`src/rtl/ni_packetizer_if.sv`:
```
// Local-port bundle between the core/router side (master) and the packetizer (slave).
interface ni_packetizer_if;
  logic        cmd_valid;
  logic [3:0]  cmd_dst;
  logic [11:0] cmd_len;
  logic        cmd_ready;
  logic        pl_valid;
  logic [27:0] pl_data;
  logic        pl_ready;
  logic [31:0] TX;
  logic        RTS;
  logic        DCTS;

  modport master (
    output cmd_valid, cmd_dst, cmd_len, pl_valid, pl_data, DCTS,
    input  cmd_ready, pl_ready, TX, RTS
  );

  modport slave (
    input  cmd_valid, cmd_dst, cmd_len, pl_valid, pl_data, DCTS,
    output cmd_ready, pl_ready, TX, RTS
  );
endinterface

```
`src/rtl/ni_packetizer.sv`:
```
// NI transmit stage: turns a packet command plus payload words into Header/Body/Tail
// flits with even parity, paced by the router's RTS/CTS handshake.
module ni_packetizer #(
  parameter int          DATA_WIDTH = 32,
  parameter logic [3:0]  CUR_ADDR   = 4'b0000,
  parameter logic [11:0] MAX_LEN    = 12'd64
) (
  input  logic              clk,
  input  logic              rst,
  ni_packetizer_if.slave    bus,
  output logic              busy,
  output logic              pkt_sent,
  output logic              len_err
);

  typedef enum logic [1:0] {IDLE, HDR, PAY, GAP} state_t;

  localparam logic [2:0] T_HDR  = 3'b001;
  localparam logic [2:0] T_BODY = 3'b010;
  localparam logic [2:0] T_TAIL = 3'b100;

  state_t      state;
  logic [11:0] len_q;
  logic [11:0] rem;
  logic [3:0]  dst_q;
  logic [7:0]  seq;
  logic        len_ok;

  function automatic logic [DATA_WIDTH-1:0] mk_flit(input logic [2:0] t, input logic [27:0] f);
    mk_flit = {t, f, ^{t, f}};
  endfunction

  assign len_ok       = (bus.cmd_len >= 12'd2) && (bus.cmd_len <= MAX_LEN);
  assign busy         = (state != IDLE);
  // Consumption must coincide with a launch edge, so pl_ready follows DCTS directly.
  assign bus.pl_ready = (state == PAY) && bus.DCTS;

  always_ff @(posedge clk or posedge rst) begin
    if (rst) begin
      state         <= IDLE;
      bus.TX        <= '0;
      bus.RTS       <= 1'b0;
      bus.cmd_ready <= 1'b0;
      pkt_sent      <= 1'b0;
      len_err       <= 1'b0;
      seq           <= '0;
      len_q         <= '0;
      dst_q         <= '0;
      rem           <= '0;
    end else begin
      bus.RTS  <= 1'b0;
      pkt_sent <= 1'b0;
      len_err  <= 1'b0;
      case (state)
        IDLE: begin
          bus.cmd_ready <= 1'b1;
          if (bus.cmd_valid && bus.cmd_ready) begin
            if (len_ok) begin
              len_q         <= bus.cmd_len;
              dst_q         <= bus.cmd_dst;
              rem           <= bus.cmd_len - 12'd1;
              bus.cmd_ready <= 1'b0;
              state         <= HDR;
            end else begin
              len_err <= 1'b1;
            end
          end
        end
        HDR: begin
          if (bus.DCTS) begin
            bus.TX  <= mk_flit(T_HDR, {len_q, dst_q, CUR_ADDR, seq});
            bus.RTS <= 1'b1;
            state   <= GAP;
          end
        end
        GAP: begin
          if (rem != 12'd0) begin
            state <= PAY;
          end else begin
            bus.cmd_ready <= 1'b1;
            state         <= IDLE;
          end
        end
        PAY: begin
          if (bus.pl_valid && bus.DCTS) begin
            bus.RTS <= 1'b1;
            rem     <= rem - 12'd1;
            state   <= GAP;
            if (rem == 12'd1) begin
              bus.TX   <= mk_flit(T_TAIL, bus.pl_data);
              pkt_sent <= 1'b1;
              seq      <= seq + 8'd1;
            end else begin
              bus.TX <= mk_flit(T_BODY, bus.pl_data);
            end
          end
        end
        default: state <= IDLE;
      endcase
    end
  end

endmodule
```
`src/flat_wrapper.sv`:
```
// flat-port wrapper written by rule: the top's interface ports become plain ports
module ni_packetizer_flat 
#(
  parameter int          DATA_WIDTH = 32,
  parameter logic [3:0]  CUR_ADDR   = 4'b0000,
  parameter logic [11:0] MAX_LEN    = 12'd64
)
  (clk, rst, busy, pkt_sent, len_err, bus_cmd_valid, bus_cmd_dst, bus_cmd_len, bus_pl_valid, bus_pl_data, bus_DCTS, bus_cmd_ready, bus_pl_ready, bus_TX, bus_RTS);
  ni_packetizer_if bus_i ();
  input  logic clk;
  input  logic rst;
  output logic busy;
  output logic pkt_sent;
  output logic len_err;
  input wire logic [$bits(bus_i.cmd_valid)-1:0] bus_cmd_valid;
  input wire logic [$bits(bus_i.cmd_dst)-1:0] bus_cmd_dst;
  input wire logic [$bits(bus_i.cmd_len)-1:0] bus_cmd_len;
  input wire logic [$bits(bus_i.pl_valid)-1:0] bus_pl_valid;
  input wire logic [$bits(bus_i.pl_data)-1:0] bus_pl_data;
  input wire logic [$bits(bus_i.DCTS)-1:0] bus_DCTS;
  output wire logic [$bits(bus_i.cmd_ready)-1:0] bus_cmd_ready;
  output wire logic [$bits(bus_i.pl_ready)-1:0] bus_pl_ready;
  output wire logic [$bits(bus_i.TX)-1:0] bus_TX;
  output wire logic [$bits(bus_i.RTS)-1:0] bus_RTS;
  assign bus_i.cmd_valid = bus_cmd_valid;
  assign bus_i.cmd_dst = bus_cmd_dst;
  assign bus_i.cmd_len = bus_cmd_len;
  assign bus_i.pl_valid = bus_pl_valid;
  assign bus_i.pl_data = bus_pl_data;
  assign bus_i.DCTS = bus_DCTS;
  assign bus_cmd_ready = bus_i.cmd_ready;
  assign bus_pl_ready = bus_i.pl_ready;
  assign bus_TX = bus_i.TX;
  assign bus_RTS = bus_i.RTS;
  ni_packetizer #(.DATA_WIDTH(DATA_WIDTH), .CUR_ADDR(CUR_ADDR), .MAX_LEN(MAX_LEN)) u_core (.clk(clk), .rst(rst), .bus(bus_i), .busy(busy), .pkt_sent(pkt_sent), .len_err(len_err));
endmodule
```
`config.mk`:
```
export PLATFORM = sky130hd
export DESIGN_NAME = ni_packetizer_flat
export DESIGN_NICKNAME = d
export VERILOG_FILES = /design/src/rtl/ni_packetizer_if.sv /design/src/rtl/ni_packetizer.sv /design/src/flat_wrapper.sv
export SDC_FILE = /design/constraint.sdc
export NUM_CORES = 1
export LEC_CHECK = 0
export ABC_CLOCK_PERIOD_IN_PS = 4200
export CAP_MARGIN = 30
export CORE_MARGIN = 5
export CORE_UTILIZATION = 45
export DETAILED_ROUTE_END_ITERATION = 8
export PLACE_DENSITY = 0.83
export SYNTH_ARGS = -nofsm -noshare
export SYNTH_HDL_FRONTEND = slang
export SYNTH_SLANG_ARGS = --single-unit
```
`constraint.sdc`:
```
create_clock -name clk -period 4.2 [get_ports clk]
set_clock_uncertainty 0.2 [all_clocks]
set_input_delay 0.84 -clock clk [delete_from_list [all_inputs] [get_ports clk]]
set_output_delay 0.84 -clock clk [all_outputs]
set_load 0.02 [all_outputs]
```
==> results.toml <==
[worst_setup_path]
endpoint_kind = "register"
setup.worst_path.end = "u_core.rem[3]"
rr_worst_depth = 7
worst_r2r_startpoint = "u_core.state[0]"
critical_path_peak_fanout = 6
worstSetupStartpoint = "bus_cmd_len[1]"
regToRegSetupSlack_ps = 1390
cp.required_ps = 4230
setup.worst_path.class = "input port to register"
worst-endpoint-arrival_ps = 3440
start_kind = "input port"
worst_r2r_endpoint = "u_core.bus.TX[26]"

[cts]
post_cts.repair.setup_buffers = 0
clock_tree.htree_level_count = 3
ctsResizeCount = 0
cts_hold_buffers = 0
cts_num_sinks = 74
cts_buffer_depth = 2
cts_inserted_buffers = 9
clk_pin_slew_ps = 80
worst_skew_pair.late_latency_ps = 340
cts-root-buf = "clkbuf_8"
tritoncts = "yes"

[timing]
clock.fmax_ghz = 0.294
slew_headroom_pct = 43.7
setup_total_negative_slack_ps = 0
fin_crit_sh_pct = 81.1
slew_violations = 0
timing_hold_violations_final = 0
layout_min_cycle_time_ps = 3410
worstMarginPinSlew_ps = 843
timing.final.setup_violations = 0
rsz0062_at_grt = "no"

[global_route]
grt_max_degree = 57
overflow = 0
antenna_violations_before_repair = 0
grt_pass1_wl_mm = 17.3
globalRouteTotalUtil_pct = 18.8
vias_in_the_first_global_route = 3637

[yosys]
synth_seq_cells = 74
share_of_synthesized_registers_carrying_an_async_set_or_reset_pct = 100
yosysWarningCount = 0
ys_dominant_reg_cell = "dfrtp_1"
post_synth_inst_count = 435
yosysMostFrequentCell = "nand2_1"
synth.net_count = 497
synth.top_cells.by_area = "dfrtp_1 43%, xnor2_1 9.0%, nand2_1 7.0%"
synth-edff-count = 0
postSynthAreaPerCell_um2 = 9.81
sequential_area_share_after_synthesis_pct = 43.4
synth_top_cells_by_count = "80 x nand2_1, 74 x dfrtp_1, 44 x xnor2_1, 33 x o21ai_0, 26 x mux2i_1"
synth_top_area_share_pct = 43.4
synth_area_mm2 = 0.00427
synthDominantAreaCellType = "dfrtp_1"
post_synth_num_cell_types = 58

[power]
power.share.sequential_pct = 34.9
power_leakage_nw = 2.29
power-per-cell-area_mw_per_mm2 = 593
total_switching_power_mw = 1.26
p_int_mw = 1.96
combPwrFrac_pct = 48.4
power.switching_fraction_pct = 39.1
max-vdd-ir-drop_mv = 0.365
clock_power_share_pct = 16.7

[worst_hold_path]
worstHoldPathType = "register to register"

[drt]
detailedRoute.firstIterationViolations = 180
routed_via_density = 5.26
dr.pass1.iters = 4
drc_errors = 0
antenna_left = 0
vias = 3426
wirelength_mm = 10.4
avgRoutedWirePerCell_um = 15.9

[floorplanning]
die_height_um = 107
starting_density_of_the_core_pct = 46.2
die-area_mm2 = 0.0115
num_rows = 35
fp.dieW_um = 107
coreArea_mm2 = 0.00924
num_io_pins = 87

[place]
buffer_ports.inserted = 86
detailed_place_hpwl_mm = 7.90
dpl_cell_area_mm2 = 0.00526
place.gp.congestion = 0.909

[cells_and_area]
finalNetCount = 580
finalInstanceArea_mm2 = 0.00544
synthToLayoutAreaGrowth_pct = 27.5
layout-drive-gt1-share_pct = 6.70
diodes = 0

[run_status]
run_status = "complete, no violations"

[flow_run]
maxCapViolCount = 0
[state kept, by name (all words and copies together) (netlist names)]
signal                flops
u_core.bus.TX            32
u_core.len_q             12
u_core.rem               12
u_core.seq                8
u_core.dst_q              4
u_core.state              2
u_core.bus.RTS            1
u_core.bus.cmd_ready      1
u_core.len_err            1
u_core.pkt_sent           1
[worst max-delay path, stage by stage]
cell	delay (ps)
clkdlybuf4s50_1	530
nor3_1	420
a21boi_0	330
o41a_1	560
nor2_1	380
o21ai_1	130
a22o_1	250
[power by group through the flow]
stage / Combinational (mW) / Sequential (mW) / Clock, mW
2_1_floorplan: 0.830 / 1.28 / 0
3_3_place_gp: 1.53 / 1.13 / 0
3_5_place_dp: 1.57 / 1.14 / 0
4_1_cts: 1.57 / 1.13 / 0.550
5_1_grt: 1.70 / 1.16 / 0.582
6_report: 1.56 / 1.13 / 0.538
[cells in the final DEF (no fill, tap or decap), types with 2 or more instances in the layout]
master	count
xnor2_1	44
a21oi_1	12
a22o_1	6
nor3_1	14
nor4_1	2
ha_1	12
xnor3_1	3
nand3_1	7
and3_1	2
dfrtp_1	74
mux2_2	2
a21o_1	2
clkdlybuf4s50_1	86
o22a_1	2
o21ai_1	4
buf_4	4
nor2_1	14
xor2_1	14
or3_1	3
clkbuf_1	2
inv_1	9
or2_2	2
a2bb2oi_1	3
clkbuf_8	10
nor2b_1	6
nand2_1	80
or4_1	3
o21ai_0	33
clkinv_2	2
mux2i_1	26
nand4_1	3
o22ai_1	5
o21a_1	2
[worst min path at each step]
stage | start | end | slack [ps] | cells after the start
finish | u_core.bus.TX[24] | u_core.bus.TX[24] | 280 | 2
CTS | u_core.bus.TX[25] | u_core.bus.TX[25] | 290 | 2
detailed placement | u_core.bus.TX[25] | u_core.bus.TX[25] | 270 | 2
global placement | u_core.bus.TX[1] | u_core.bus.TX[1] | 260 | 2
global route | u_core.bus.TX[2] | u_core.bus.TX[2] | 300 | 2
floorplan | u_core.dst_q[0] | u_core.dst_q[0] | 280 | 2
[metrics by stage]
step / setup WS, ps / power [mW] / utilization (%) / hold slack (ps) / std cells
global placement: 559 / 2.66 / 56.9 / 260 / 636
CTS: 846 / 3.25 / 58.9 / 288 / 651
finish: 795 / 3.23 / 58.9 / 281 / 651
detailed placement: 461 / 2.71 / 56.9 / 271 / 636
floorplan: 1280 / 2.11 / - / 276 / 435
global route: 580 / 3.44 / 58.9 / 298 / 651
[routing by layer]
layer	part of all wire, %	global-route usage (%)	up-vias
met1	43	23.5	1631
li1	-	-	1671
met5	0	0	-
met4	1.8	5.86	0
met3	6.3	4.56	20
met2	49	32.1	104
[kinds of logic after synthesis]
logic type      Yosys count  synth area share (%)
flops                    74                  43.4
simple gates            146                  16.1
mux                      28                  6.62
fa+ha+maj                13                  3.81
buf+inv                  29                  2.87
compound gates           84                  13.7
xor+xnor                 61                  13.5
[layout make-up]
type | count | area [µm²]
Fill cell | 782 | 3800
Multi-Input combinational cell | 332 | 2300
Sequential cell | 74 | 1850
Timing Repair Buffer | 91 | 911
Tap cell | 129 | 161
Clock buffer | 12 | 145
Clock inverter | 3 | 40.0
Inverter | 10 | 37.5
Power figures use the tool's default switching activity.
